**src/rtl/ps2_led_ctrl_if.sv**
```systemverilog
// PS/2 LED sequencer bus: RX byte stream in/out, TX byte handshake
// and LED request/status.
interface ps2_led_ctrl_if;
    logic [2:0] i_leds;
    logic       i_byte_en;
    logic [7:0] i_byte;
    logic       o_byte_en;
    logic [7:0] o_byte;
    logic       i_tx_ready;
    logic       o_tx_en;
    logic [7:0] o_tx_byte;
    logic       o_busy;
    logic       o_err;

    modport master (
        input  i_leds, i_byte_en, i_byte, i_tx_ready,
        output o_byte_en, o_byte, o_tx_en, o_tx_byte,
        output o_busy, o_err
    );

    modport slave (
        output i_leds, i_byte_en, i_byte, i_tx_ready,
        input  o_byte_en, o_byte, o_tx_en, o_tx_byte,
        input  o_busy, o_err
    );
endinterface

```
**src/rtl/ps2_led_ctrl.sv**
```systemverilog
// Host-side PS/2 "Set LEDs" sequencer: sends 0xED + LED byte on
// change, waits for ACK, retries on RESEND/timeout, filters ACK/RESEND.
module ps2_led_ctrl #(
    parameter int TIMEOUT   = 1_000_000,
    parameter int MAX_RETRY = 3,
    parameter int CNT_W     = 20
) (
    input logic           clk,
    input logic           i_rst_n,
    ps2_led_ctrl_if.master bus
);
    localparam int RW = $clog2(MAX_RETRY + 1);
    localparam logic [RW:0]      MAXR = (RW+1)'(MAX_RETRY);
    localparam logic [CNT_W-1:0] TMAX = CNT_W'(TIMEOUT - 1);
    localparam logic [7:0] CMD = 8'hED;
    localparam logic [7:0] ACK = 8'hFA;
    localparam logic [7:0] NAK = 8'hFE;

    typedef enum logic [2:0] {
        IDLE, SEND_CMD, WAIT_ACK1, SEND_LED, WAIT_ACK2
    } state_t;

    state_t           state;
    logic [2:0]       r_leds;
    logic [2:0]       r_sent;
    logic [RW-1:0]    retry;
    logic [CNT_W-1:0] timer;
    logic             tx_en;
    logic [7:0]       tx_byte;
    logic             err;

    logic       waiting;
    logic       ack;
    logic       nak;
    logic       tmo;
    logic       last;
    logic [7:0] led_byte;

    assign waiting  = (state == WAIT_ACK1) || (state == WAIT_ACK2);
    assign ack      = bus.i_byte_en && (bus.i_byte == ACK);
    assign nak      = bus.i_byte_en && (bus.i_byte == NAK);
    assign tmo      = (timer == TMAX);
    assign last     = (({1'b0, retry} + 1'b1) >= MAXR);
    assign led_byte = {5'b0, r_leds};

    // ACK/RESEND are only ours while a response is awaited
    assign bus.o_byte_en = bus.i_byte_en
                         && !(waiting && (ack || nak));
    assign bus.o_byte    = bus.i_byte;
    assign bus.o_tx_en   = tx_en;
    assign bus.o_tx_byte = tx_byte;
    assign bus.o_busy    = (state != IDLE);
    assign bus.o_err     = err;

    always_ff @(posedge clk or negedge i_rst_n) begin
        if (!i_rst_n) begin
            state   <= IDLE;
            r_leds  <= 3'b000;
            r_sent  <= 3'b000;
            retry   <= '0;
            timer   <= '0;
            tx_en   <= 1'b0;
            tx_byte <= 8'h00;
            err     <= 1'b0;
        end else begin
            unique case (state)
                IDLE: begin
                    if (bus.i_leds != r_sent) begin
                        r_leds  <= bus.i_leds;
                        retry   <= '0;
                        state   <= SEND_CMD;
                        tx_en   <= 1'b1;
                        tx_byte <= CMD;
                    end
                end
                SEND_CMD, SEND_LED: begin
                    if (bus.i_tx_ready) begin
                        tx_en <= 1'b0;
                        timer <= '0;
                        state <= (state == SEND_CMD)
                               ? WAIT_ACK1 : WAIT_ACK2;
                    end
                end
                WAIT_ACK1, WAIT_ACK2: begin
                    timer <= timer + 1'b1;
                    if (ack) begin
                        if (state == WAIT_ACK1) begin
                            state   <= SEND_LED;
                            tx_en   <= 1'b1;
                            tx_byte <= led_byte;
                        end else begin
                            r_sent <= r_leds;
                            err    <= 1'b0;
                            state  <= IDLE;
                        end
                    end else if (nak || tmo) begin
                        retry <= retry + 1'b1;
                        if (last) begin
                            // give up on this value so IDLE won't spin on it
                            r_sent <= r_leds;
                            err    <= 1'b1;
                            state  <= IDLE;
                        end else if (nak && state == WAIT_ACK2) begin
                            state   <= SEND_LED;
                            tx_en   <= 1'b1;
                            tx_byte <= led_byte;
                        end else begin
                            state   <= SEND_CMD;
                            tx_en   <= 1'b1;
                            tx_byte <= CMD;
                        end
                    end
                end
                default: state <= IDLE;
            endcase
        end
    end
endmodule

```
**src/flat_wrapper.sv**
```systemverilog
// flat-port wrapper written by rule: the top's interface ports become plain ports
module ps2_led_ctrl_flat 
#(
    parameter int TIMEOUT   = 1_000_000,
    parameter int MAX_RETRY = 3,
    parameter int CNT_W     = 20
)
  (clk, i_rst_n, bus_i_leds, bus_i_byte_en, bus_i_byte, bus_i_tx_ready, bus_o_byte_en, bus_o_byte, bus_o_tx_en, bus_o_tx_byte, bus_o_busy, bus_o_err);
  ps2_led_ctrl_if bus_i ();
  input logic clk;
  input logic i_rst_n;
  input wire logic [$bits(bus_i.i_leds)-1:0] bus_i_leds;
  input wire logic [$bits(bus_i.i_byte_en)-1:0] bus_i_byte_en;
  input wire logic [$bits(bus_i.i_byte)-1:0] bus_i_byte;
  input wire logic [$bits(bus_i.i_tx_ready)-1:0] bus_i_tx_ready;
  output wire logic [$bits(bus_i.o_byte_en)-1:0] bus_o_byte_en;
  output wire logic [$bits(bus_i.o_byte)-1:0] bus_o_byte;
  output wire logic [$bits(bus_i.o_tx_en)-1:0] bus_o_tx_en;
  output wire logic [$bits(bus_i.o_tx_byte)-1:0] bus_o_tx_byte;
  output wire logic [$bits(bus_i.o_busy)-1:0] bus_o_busy;
  output wire logic [$bits(bus_i.o_err)-1:0] bus_o_err;
  assign bus_i.i_leds = bus_i_leds;
  assign bus_i.i_byte_en = bus_i_byte_en;
  assign bus_i.i_byte = bus_i_byte;
  assign bus_i.i_tx_ready = bus_i_tx_ready;
  assign bus_o_byte_en = bus_i.o_byte_en;
  assign bus_o_byte = bus_i.o_byte;
  assign bus_o_tx_en = bus_i.o_tx_en;
  assign bus_o_tx_byte = bus_i.o_tx_byte;
  assign bus_o_busy = bus_i.o_busy;
  assign bus_o_err = bus_i.o_err;
  ps2_led_ctrl #(.TIMEOUT(TIMEOUT), .MAX_RETRY(MAX_RETRY), .CNT_W(CNT_W)) u_core (.clk(clk), .i_rst_n(i_rst_n), .bus(bus_i));
endmodule
```
**config.mk**
```make
export PLATFORM = sky130hd
export DESIGN_NAME = ps2_led_ctrl_flat
export DESIGN_NICKNAME = d
export VERILOG_FILES = /design/src/rtl/ps2_led_ctrl_if.sv /design/src/rtl/ps2_led_ctrl.sv /design/src/flat_wrapper.sv
export SDC_FILE = /design/constraint.sdc
export NUM_CORES = 1
export LEC_CHECK = 0
export CAP_MARGIN = 20
export CORE_AREA = 2 2 66 68
export CTS_CLUSTER_SIZE = 8
export DETAILED_ROUTE_END_ITERATION = 6
export DIE_AREA = 0 0 68 70
export PLACE_DENSITY = 0.78
export SYNTH_ARGS = -nofsm -noshare
export SYNTH_HDL_FRONTEND = slang
export SYNTH_SLANG_ARGS = --single-unit
```
**constraint.sdc**
```tcl
create_clock -name clk -period 2.1 [get_ports clk]
set_input_delay 0.63 -clock clk [delete_from_list [all_inputs] [get_ports clk]]
set_output_delay 0.63 -clock clk [all_outputs]
set_load 0.02 [all_outputs]
```
---- Word-level counts from Yosys, hierarchy flattened ----
Cells that the tools add are included.
cells by class
  equality and inequality tests ........... 16
  shift operators ......................... 0
  multipliers ............................. 0
  add/sub/neg operators ................... 3
  $lt $le $gt $ge ......................... 1
  div/mod/pow operators ................... 0
  reduce and logical (&&, ||, !) cells .... 25
  bitwise logic cells ..................... 0
  multiplexer cells ....................... 37
operator list
  cell                                                    count
  2-to-1 mux 8 bit                                        6
  case mux 20 bit (2 select lines)                        1
  2-to-1 mux 3 bit                                        10
  adder 20 x 1 -> 20 bit (second input constant)          1
  equality test 20 bit (second input constant)            1
  2-to-1 mux 20 bit                                       1
  equality test 8 bit (second input constant)             2
  case mux 8 bit (2 select lines)                         1
  2-to-1 mux 1 bit                                        10
  2-to-1 mux 2 bit                                        5
  case mux 3 bit (3 select lines)                         1
  AND reduction 4 bit                                     2
  nonzero test 2 bit                                      4
  equality test 3 x 2 -> 1 bit (second input constant)    2
  inequality test 2 bit (second input constant)           3
  AND reduction 6 bit                                     1
  nonzero test 3 bit                                      2
  logical AND 1 bit                                       5
  AND reduction 5 bit                                     1
  inequality test 2 x 1 -> 1 bit (second input constant)  2
  case mux 2 bit (2 select lines)                         1
  AND reduction 2 bit                                     2
  OR reduction 2 bit                                      2
  adder 2 x 1 -> 3 bit (second input constant)            1
  13 further kinds                                        15
storage, ports and cells
  bits in latches ......................... 0
  memory bits (writable) .................. 0
  memory bits (read-only) ................. 0
  register bits after elaboration ......... 41
  memories ................................ 0
  output and inout bits ................... 20

---- Longest topological paths before layout ----
Gate-level depths: netlist of run 1.
  word-level depth ........................ 8
  depth in mapped cells ................... 7
  mapped depth without buffers ............ 7

---- Least setup slack after synthesis of run 1 ----
No wires, ideal clock.
  kind .................................... register to output
  from .................................... register u_core.state[0]
  to ...................................... output port bus_o_byte_en
  path slack .............................. 0.016 ns
  stages on the path, launching flop included .. 5
  path buffers ............................ 2
  arrival ................................. 1.454 ns
  cells stage by stage .................... dfrtp_1 -> clkbuf_1 -> a21oi_1 -> clkbuf_1 -> a21boi_0
between the ends
  longest elaborated chain between the ends .. 5
  elaborated cells between the ends (all ways) .. 6
  those cells by class .................... eq/ne (2); reduce/logical (4)
RTL lines
  item                                                                        RTL line            text
  from (decl)                                                                 ps2_led_ctrl.sv:23  state_t state;
  from (signal assigned)                                                      ps2_led_ctrl.sv:80  state <= (state == SEND_CMD)
  equality test 3 x 2 -> 1 bit / equality test 3 bit (equally long branches)  ps2_led_ctrl.sv:39  assign waiting = (state == WAIT_ACK1) || (state == WAIT_ACK2);
  logical OR 1 bit *                                                          ps2_led_ctrl.sv:39
  logical AND 1 bit *                                                         ps2_led_ctrl.sv:48  && !(waiting && (ack || nak));
  zero test 1 bit *                                                           ps2_led_ctrl.sv:48
  logical AND 1 bit *                                                         ps2_led_ctrl.sv:48
  to (decl)                                                                   flat_wrapper.sv:16  output wire logic [$bits(bus_i.o_byte_en)-1:0] bus_o_byte_en;
Every way passes the cells marked *; elsewhere a longest branch is shown, timed or not.

---- Final worst setup path of run 1 ----
  from .................................... input port bus_i_byte[0]
  to ...................................... output port bus_o_byte_en
between the ends
  longest elaborated chain between the ends .. 6
  elaborated cells between the ends (all ways) .. 8
  those cells by class .................... eq/ne (2); reduce/logical (6)
RTL lines
  item                                    RTL line                                text
  from (decl)                             flat_wrapper.sv:14                      input wire logic [$bits(bus_i.i_byte)-1:0] bus_i_byte;
  equality test 8 bit (on tied branches)  ps2_led_ctrl.sv:40, ps2_led_ctrl.sv:41
  logical AND 1 bit (on tied branches)    ps2_led_ctrl.sv:40, ps2_led_ctrl.sv:41
  logical OR 1 bit *                      ps2_led_ctrl.sv:48
  logical AND 1 bit *                     ps2_led_ctrl.sv:48
  zero test 1 bit *                       ps2_led_ctrl.sv:48
  logical AND 1 bit *                     ps2_led_ctrl.sv:48
Marked as above.

==> results of run 1 <==
[critical path, cell delays in order]
cell and delay [ns]:
clkdlybuf4s15_1 0.18, nand4b_1 0.21, nor2_2 0.13, a21boi_1 0.07, buf_4 0.16
[worst max-delay path by stage]
stage / from / to
final: bus_i_byte[0] / bus_o_byte_en
after global routing: bus_i_byte[0] / bus_o_byte_en
after CTS: bus_i_byte[0] / bus_o_byte_en
after detailed placement: bus_i_byte[0] / bus_o_byte_en
after global placement: bus_i_byte[0] / bus_o_byte_en
after floorplan: u_core.state[0] / bus_o_byte_en
[kinds of logic after synthesis]
family                     share of synthesized area, %
DFF                                                44.2
xor gates and xnor gates                           7.95
AOI/OAI and AO/OA                                  13.3
muxes                                              3.71
and+or+nand+nor                                    20.9
adders and majority gates                          1.79
other                                             0.179
buffers and inverters                              7.95
[routing by layer]
layer | routed length [um] | vias up
li1 | - | 855
met3 | 218 | 7
met4 | 65 | 0
met1 | 1990 | 835
met5 | 0 | -
met2 | 2170 | 40
[sequential cells by signal (all words and copies together), names as in the netlist]
signal,cells
u_core.timer,20
u_core.bus.o_tx_byte,4
u_core.r_leds,3
u_core.retry,2
u_core.bus.o_tx_en,1
u_core.r_sent,3
u_core.state,3
u_core.bus.o_err,1
[stage by stage]
stage	hold slack (ns)	util, %	setup WS, ns	TNS [ns]
after floorplan	0.334	-	0.0157	0
after global placement	0.464	62.5	-0.594	-8.51
after detailed placement	0.474	62.5	-0.641	-9.27
after CTS	0.492	65.6	-0.00538	-0.00538
after global routing	0.522	65.9	0.0114	0
final	0.494	65.9	0.0788	0
[where the power goes]
part | internal (uW) | leakage [uW] | switching [uW]
registers | 799 | 0.000479 | 68.4
logic | 458 | 0.000733 | 509
clock network | 386 | 0.0000574 | 260
total | 1640 | 0.00127 | 837
[cell type report]
type / instances / area [um^2] / share of cell area [%]
Tap cell: 52 / 65.1 / 2.38
Sequential cell: 37 / 926 / 33.9
Clock buffer: 6 / 82.6 / 3.02
Inverter: 10 / 37.5 / 1.37
Timing Repair Buffer: 65 / 554 / 20.3
Clock inverter: 2 / 37.5 / 1.37
Multi-Input combinational cell: 149 / 1030 / 37.6
[Yosys cell counts, types with 3 or more instances]
library cell   n  area [um^2]
nor3_1         3         15.0
nand4_1        8         50.1
clkbuf_1       6         22.5
nor4b_1        3         26.3
xnor2_1        5         43.8
ha_1           3         37.5
xor2_1        14          123
dfrtp_1       37          926
nor2_1        25         93.8
buf_4         12         90.1
inv_1          9         33.8
o21ai_1        5         25.0
and3_1         7         43.8
a21oi_1        5         25.0
mux2_1         5         56.3
nand3_1       12         60.1
nand2_1       13         48.8
o22ai_1        3         18.8
[timing repair]
item	CTS	global route
gates resized for setup	35	7
setup buffers	5	0
setup endpoints to repair	18	11
pin swaps	4	3
==> metrics.yaml, run 1 <==
grt:
  gr-usage-met2_pct: 33.0
  grt_usage_pct: 20.5
  grtUsageMet3_pct: 4.19
  grt_start_max_net_pins: 38
  met1_usage_pct: 26.9
  grt_pass1_wl_mm: 7.47
  gr-max-usage-layer: "met2"
  grt-ovfl-total: 0
  antenna_found_initial: 0
  grt_pass1_vias: 1706
finish:
  final_cells: 321
  n_fill_cell: 350
  finalInstanceArea_um2: 2730
  area_delta_synth_final_pct: 30.4
  drive_above_1_share_pct: 21.6
  antenna_cells: 0
  final_common_cell: "dfrtp_1"
  layout_common_cells: "dfrtp_1, buf_4, nor2_1, xor2_1, clkdlybuf4s50_1"
  nets: 286
synthesis:
  syn_avg_cell_area_um2: 9.69
  ys_seq_area_share_pct: 44.2
  synth_flop_cell: "dfrtp_1"
  ys_ff_latch: 37
  synth-edff-count: 0
  netlist_area_um2: 2090
  synth_nets: 234
  async_reset_ff_share_pct: 100
  ys_types: 52
  synth_warnings: 0
  synthesis.instances: 216
clock_tree:
  cts_tree: "done"
  clock_latency_ns: 0.29
  cts.sinks: 37
  clk_pin_slew_ns: 0.08
  htreeDepth: 2
  cts_buffer_depth: 2
  postCtsHoldBufs: 0
  cts_root_buffer: "clkbuf_8"
  cts_made_buffers: 5
worst_setup_path:
  r2r_slack_ns: 0.15
  reg2reg_depth: 6
  cp-end-kind: "output port"
  path_max_fanout: 2
  criticalPathCategory: "input pin to output port"
  critPathRequiredTime_ns: 1.47
  r2r-end: "u_core.r_sent[1]"
  startpoint_type: "input pin"
  worstPathArrival_ns: 1.39
  timing.rr.start: "u_core.timer[13]"
outcome:
  status: "finished, final reports clean"
sta:
  period_minus_slack_ns: 2.02
  finalSetupViolations: 0
  hold_violations: 0
  rsz0062_at_grt: "false"
  fin_crit_sh_pct: 96.2
  fmax_mhz: 495
  fin_skew_ns: 0.00740
  slew_violations: 0
route:
  vias_per_cell: 5.41
  num_vias: 1737
  first_iter_violations: 50
  drc: 0
  wl_mm: 4.45
  routedWlPerCell_um: 13.9
  ant_nets: 0
  firstDrtPassIters: 4
place:
  dp_hpwl_mm: 3.27
  place_area_um2: 2590
  gp_congestion: 0.852
  numPortBuffers: 33
  placedCellCount: 310
power_and_ir_drop:
  cellPowerDensity_nw_per_um2: 909
  total_power_uw: 2480
  ir_drop_mv: 0.529
  cellLeakagePower_uw: 0.00127
job:
  maxCapViolations: 0
min_path:
  hold_end: "u_core.r_sent[1]"
  min_from: "u_core.r_leds[1]"
  hold_class: "flip-flop to flip-flop"
  hold_depth: 1
floorplan:
  die-area_um2: 4760
  die_h_um: 70
  rows: 24
  core_area_um2: 4140
  io_pins: 35
  start_util_pct: 50.5
  dieWidth_um: 68
(Power assumes the default switching activity.)
==> run 2, diff against run 1 <==
CELL_PAD_IN_SITES_DETAIL_PLACEMENT = 1   (was not set)
CELL_PAD_IN_SITES_GLOBAL_PLACEMENT = 1   (was not set)
CORE_AREA = 2 2 74 76   (was 2 2 66 68)
CTS_BUF_LIST = sky130_fd_sc_hd__clkbuf_8   (was not set)
DIE_AREA = 0 0 76 78   (was 0 0 68 70)
PLACE_DENSITY = not set   (was 0.78)
PLACE_DENSITY_LB_ADDON = 0.1   (was not set)
==> metrics.yaml, run 2 (same netlist as run 1, synthesis figures left out) <==
job:
  maxCapViolations: 0  # unchanged
finish:
  final_common_cell: "dfrtp_1"  # unchanged
  layout_common_cells: "dfrtp_1, buf_4, nor2_1, xor2_1, clkdlybuf4s50_1"  # unchanged
  area_delta_synth_final_pct: 31.7  # was 30.4%
  n_fill_cell: 562  # was 350
  finalInstanceArea_um2: 2760  # was 2730 um^2
  nets: 285  # was 286
  antenna_cells: 0  # unchanged
  final_cells: 338  # was 321
  postLayoutCoreUtil_pct: 54.7  # was 65.9%
  drive_above_1_share_pct: 22.0  # was 21.6%
  largest_reg_flops: 20  # unchanged
  largest-register: "u_core.timer"  # unchanged
sta:
  whs_ns: 0.498  # was 0.494 ns
  finalSetupViolations: 0  # unchanged
  slew_violations: 0  # unchanged
  rsz0062_at_grt: "true"  # was false
  hold_violations: 0  # unchanged
  period_minus_slack_ns: 2.03  # was 2.02 ns
  setup_tns_ns: 0  # unchanged
  fmax_mhz: 493  # was 495 MHz
  fin_skew_ns: 0.00722  # was 0.00740 ns
  fin_crit_sh_pct: 96.5  # was 96.2%
power_and_ir_drop:
  p_clk_share_pct: 24.5  # was 26.0%
  p_switching_uw: 893  # was 837 uW
  ir_drop_mv: 0.466  # was 0.529 mV
  cellPowerDensity_nw_per_um2: 907  # was 909 nW/um^2
  switching_share_pct: 35.7  # was 33.7%
  cellLeakagePower_uw: 0.00125  # was 0.00127 uW
  power.internal_uw: 1610  # was 1640 uW
  power_frac_seq_pct: 35.0  # about the same
  pwr-share-comb_pct: 40.5  # was 39.0%
worst_setup_path:
  path_max_fanout: 2  # unchanged
  timing.rr.start: "u_core.timer[0]"  # was u_core.timer[13]
  critPathRequiredTime_ns: 1.47  # about the same
  worstPathArrival_ns: 1.40  # was 1.39 ns
  reg2reg_depth: 7  # was 6
  r2r-end: "u_core.r_sent[1]"  # unchanged
  cp-end-kind: "output port"  # unchanged
  r2r_slack_ns: 0.09  # was 0.15 ns
  startpoint_type: "input pin"  # unchanged
  criticalPathCategory: "input pin to output port"  # unchanged
grt:
  antenna_found_initial: 0  # unchanged
  grt_usage_pct: 20.5  # about the same
  grt_pass1_vias: 2033  # was 1706
  grt_pass1_wl_mm: 9.63  # was 7.47 mm
  grt_start_max_net_pins: 38  # unchanged
  grt-ovfl-total: 0  # unchanged
min_path:
  hold_end: "u_core.r_sent[1]"  # unchanged
  min_from: "u_core.r_leds[1]"  # unchanged
  hold_depth: 1  # unchanged
  hold_class: "flip-flop to flip-flop"  # unchanged
clock_tree:
  htreeDepth: 2  # unchanged
  cts.sinks: 37  # unchanged
  cts_buffer_depth: 2  # unchanged
  cts_root_buffer: "clkbuf_8"  # unchanged
  postCtsHoldBufs: 0  # unchanged
  clk_pin_slew_ns: 0.07  # was 0.08 ns
  clock_latency_ns: 0.29  # about the same
  cts_made_buffers: 5  # unchanged
  cts_tree: "done"  # unchanged
outcome:
  status: "finished, final reports clean"  # unchanged
route:
  vias_per_cell: 5.33  # was 5.41
  first_iter_violations: 46  # was 50
  num_vias: 1800  # was 1737
  firstDrtPassIters: 4  # unchanged
  wl_mm: 5.58  # was 4.45 mm
  ant_nets: 0  # unchanged
  drc: 0  # unchanged
  routedWlPerCell_um: 16.5  # was 13.9 um
floorplan:
  die-area_um2: 5930  # was 4760 um^2
  core_area_um2: 5040  # was 4140 um^2
  die_h_um: 78  # was 70 um
  io_pins: 35  # unchanged
  dieWidth_um: 76  # was 68 um
  start_util_pct: 41.5  # was 50.5%
  rows: 26  # was 24
place:
  gp_congestion: 0.827  # was 0.852
  numPortBuffers: 33  # unchanged
  place_area_um2: 2580  # was 2590 um^2
  dp_hpwl_mm: 4.10  # was 3.27 mm
  placedCellCount: 326  # was 310
[run 2: cell count changes in the layout (fill, tap and decap cells not counted), sizes merged]
cell	before	now
clkdlybuf4s15	2	6
dlygate4sd2	12	8
clkbuf	7	6
clkinv	0	1
clkinvlp	1	0
dlymetal6s2s	1	0
inv	10	11
[run 2: power by group through the flow]
stage	Sequential, uW	Combinational (uW)	Clock, uW
final	876	1010	612
after global routing	891	1110	668
after CTS	875	1010	631
after detailed placement	888	956	0
after global placement	881	920	0
after floorplan	874	588	0
[run 2: worst max-delay path by stage]
stage	startpoint	endpoint	slack, ns	depth (start not counted)
floorplan	u_core.state[0]	bus_o_byte_en	0.02	4
global placement	bus_i_byte[0]	bus_o_byte_en	-0.59	5
detailed placement	bus_i_byte[0]	bus_o_byte_en	-0.65	5
CTS	bus_i_byte[0]	bus_o_byte_en	-0.01	5
global route	u_core.timer[0]	u_core.r_sent[0]	-0.003	7
finish	bus_i_byte[6]	bus_o_byte_en	0.07	5
[run 2: layout make-up]
| class | instances | area, um^2 | share of cell area, % |
|---|---|---|---|
| Multi-Input combinational cell | 149 | 1060 | 38.5 |
| Sequential cell | 37 | 927 | 33.6 |
| Timing Repair Buffer | 64 | 532 | 19.3 |
| Tap cell | 70 | 87.6 | 3.18 |
| Clock buffer | 5 | 68.8 | 2.50 |
| Clock inverter | 3 | 42.5 | 1.54 |
| Inverter | 10 | 37.5 | 1.36 |
[run 2: routing by layer]
layer	vias to the layer above	GRT usage (%)	share of wire, %
met1	907	21.8	38
met2	36	39.3	57
li1	848	-	-
met5	-	0	0
met4	0	7.27	1.6
met3	9	5.12	3.6
[run 2: stage by stage]
stage	total power [uW]	setup WS [ns]
6_report	2500	0.0730
5_1_grt	2670	-0.00266
4_1_cts	2520	-0.0140
3_5_place_dp	1840	-0.646
3_3_place_gp	1800	-0.593
2_1_floorplan	1460	0.0157
[run 2: timing repair]
item                                    in CTS  in global routing
gates resized for setup                     42                 13
endpoints found under the setup margin      22                 19
pin swaps                                   10                  6
setup buffers                                7                  0
[run 2: critical path, cell delays in order]
cell and delay, ns:
dlygate4sd2_1 0.21, nand4_1 0.15, nor2_2 0.17, a21boi_1 0.07
buf_4 0.16
==> run 3, diff against run 2 <==
clock period = 1.9 ns   (was 2.1 ns; I/O delays follow)
==> metrics.yaml, run 3 (same netlist as run 1, synthesis figures left out) <==
sta:
  hold_violations: 0  # unchanged
  period_minus_slack_ns: 1.89
  finalSetupViolations: 0  # unchanged
  fmax_mhz: 530
  whs_ns: 0.523  # was 0.498 ns
  fin_crit_sh_pct: 99.2
  rsz0062_at_grt: "true"  # unchanged
  fin_skew_ns: 0.00904  # was 0.00722 ns
  slew_violations: 0  # unchanged
route:
  wl_mm: 6.43  # was 5.58 mm
  vias_per_cell: 5.25  # was 5.33
  num_vias: 1881  # was 1800
  first_iter_violations: 41  # was 46
  routedWlPerCell_um: 17.9  # was 16.5 um
  firstDrtPassIters: 4  # unchanged
  drc: 0  # unchanged
  ant_nets: 0  # unchanged
grt:
  grt_start_max_net_pins: 38  # unchanged
  grt_pass1_vias: 2116  # was 2033
  gr-usage-met2_pct: 41.1  # was 39.3%
  antenna_found_initial: 0  # unchanged
  grtUsageMet3_pct: 4.30  # was 5.12%
  grt_pass1_wl_mm: 10.3  # was 9.63 mm
  gr-max-usage-layer: "met2"  # unchanged
  met1_usage_pct: 24.3  # was 21.8%
  grt_usage_pct: 21.7  # was 20.5%
  grt-ovfl-total: 0  # unchanged
worst_setup_path:
  critPathRequiredTime_ns: 1.33  # was 1.47 ns
  worstPathArrival_ns: 1.32  # was 1.40 ns
  path_cells: "nand2b_4, a21oi_4, a21boi_1, buf_4"  # was dlygate4sd2_1, nand4_1, nor2_2, a21boi_1, buf_4
  cp-end-kind: "output port"  # unchanged
  startpoint_type: "flip-flop"  # was input pin
  path_max_fanout: 5  # was 2
  cpPeakStageDelay_ns: 0.44  # was 0.21 ns
  criticalPathCategory: "flip-flop to output port"  # was input pin to output port
  path_buf_inv: 1  # was 2
  crit_family: "flip-flops"  # was buffers and inverters
  crit_path_top_delay_cell: "dfrtp_2"  # was dlygate4sd2_1
finish:
  area_delta_synth_final_pct: 42.8  # was 31.7%
  largest_reg_flops: 20  # unchanged
  seq_area_um2: 928  # was 927 um^2
  n_fill_cell: 562  # unchanged
  final_cells: 358  # was 338
  layout_common_cells: "buf_4, dfrtp_1, nor2_1, xor2_1"  # was dfrtp_1, buf_4, nor2_1, xor2_1, clkdlybuf4s50_1
  antenna_cells: 0  # unchanged
  postLayoutCoreUtil_pct: 59.3  # was 54.7%
  nets: 305  # was 285
  drive_above_1_share_pct: 36.8  # was 22.0%
  largest-register: "u_core.timer"  # unchanged
  final_common_cell: "buf_4"  # was dfrtp_1
  multi_input_area_um2: 1150  # was 1060 um^2
clock_tree:
  htreeDepth: 2  # unchanged
  cts_root_buffer: "clkbuf_8"  # unchanged
  cts_made_buffers: 5  # unchanged
  postCtsHoldBufs: 0  # unchanged
  cts_buffer_depth: 2  # unchanged
  clk_pin_slew_ns: 0.08  # was 0.07 ns
  cts_tree: "done"  # unchanged
  cts.sinks: 37  # unchanged
  clock_latency_ns: 0.30  # was 0.29 ns
power_and_ir_drop:
  power.internal_uw: 1800  # was 1610 uW
  cellPowerDensity_nw_per_um2: 979  # was 907 nW/um^2
  p_switching_uw: 1120  # was 893 uW
  pwr-share-comb_pct: 47.3  # was 40.5%
  ir_drop_mv: 0.416  # was 0.466 mV
  power_frac_seq_pct: 33.9  # was 35.0%
  cellLeakagePower_uw: 0.00137  # was 0.00125 uW
  p_clk_share_pct: 18.8  # was 24.5%
  switching_share_pct: 38.4  # was 35.7%
outcome:
  status: "finished, final reports clean"  # unchanged
min_path:
  hold_class: "flip-flop to flip-flop"  # unchanged
floorplan:
  start_util_pct: 41.5  # unchanged
  die_h_um: 78  # unchanged
  core_area_um2: 5040  # unchanged
  die-area_um2: 5930  # unchanged
  io_pins: 35  # unchanged
  dieWidth_um: 76  # unchanged
  rows: 26  # unchanged
place:
  placedCellCount: 335  # was 326
  numPortBuffers: 33  # unchanged
  dp_hpwl_mm: 4.16  # was 4.10 mm
  gp_congestion: 0.848  # was 0.827
job:
  maxCapViolations: 0  # unchanged
==> run 3: cell types whose count changed in the layout (fill, tap and decap cells not counted), moves of 3 or more <==
cell	delta
buf_4	+17
buf_6	+4
clkbuf_2	+5
clkdlybuf4s15_1	-4
clkdlybuf4s50_1	-6
dlymetal6s2s_1	+3
ha_1	-3
ha_2	+3
nor2_1	-3
xnor2_1	-3
xnor2_2	+3
==> run 3: worst paths after layout <==
kind                                        from            endpoint  slack (ns)  cells past startpoint
worst max register to register   u_core.timer[8]    u_core.r_sent[2]        0.02                      6
worst min-delay path            u_core.r_leds[1]    u_core.r_sent[1]        0.52                      1
worst min register to register  u_core.r_leds[1]    u_core.r_sent[1]        0.52                      1
min in group asynchronous                i_rst_n  u_core.bus.o_tx_en        0.66                      2
max in group asynchronous                i_rst_n     u_core.state[2]        1.04                      2
worst max-delay path             u_core.state[2]       bus_o_byte_en        0.01                      4
==> run 3: cell type report <==
| type | count | area share [%] |
|---|---|---|
| inverters | 10 | 1.26 |
| flip-flops and latches | 37 | 31.1 |
| repair buffers | 84 | 23.2 |
| clock buffers | 5 | 2.30 |
| multi-input cells | 149 | 38.6 |
| well taps | 70 | 2.93 |
| clock inverters | 3 | 0.628 |
==> run 3: power by group through the flow <==
stage	Clock, uW	Sequential [uW]	Combinational (uW)
after detailed placement	0	977	1120
after floorplan	0	966	651
after global placement	0	968	1070
after CTS	568	964	1210
final	550	991	1380
after global routing	604	998	1490
==> run 3: worst reg2reg max path, delay by kind of cell (launching register included) <==
kind / cells / cell delay (ns)
flip-flops: 1 / 0.41
buffers and inverters: 1 / 0.17
AND/OR/NAND/NOR: 3 / 0.82
AO/OA/AOI/OAI: 1 / 0.06
multiplexers: 1 / 0.30
==> run 3: through the flow <==
stage,setup WS (ns),area [um^2],power [uW],setup TNS [ns]
6_report,0.0148,2990,2930,0
5_1_grt,-0.0331,2990,3100,-0.202
4_1_cts,-0.0306,2840,2740,-0.0306
3_5_place_dp,-0.705,2670,2100,-16.24
3_3_place_gp,-0.650,2670,2030,-15.12
2_1_floorplan,0.0216,2100,1620,0
==> run 3: timing repair <==
item	CTS	global route
setup endpoints to repair	35	30
buffers inserted	8	9
resized for setup	52	41
pin swaps	9	18
==> run 3: metal layers <==
layer	share of wire (%)	vias up
li1	-	888
met1	40	950
met2	55	35
met3	2.8	8
met4	1.7	0
met5	0	-
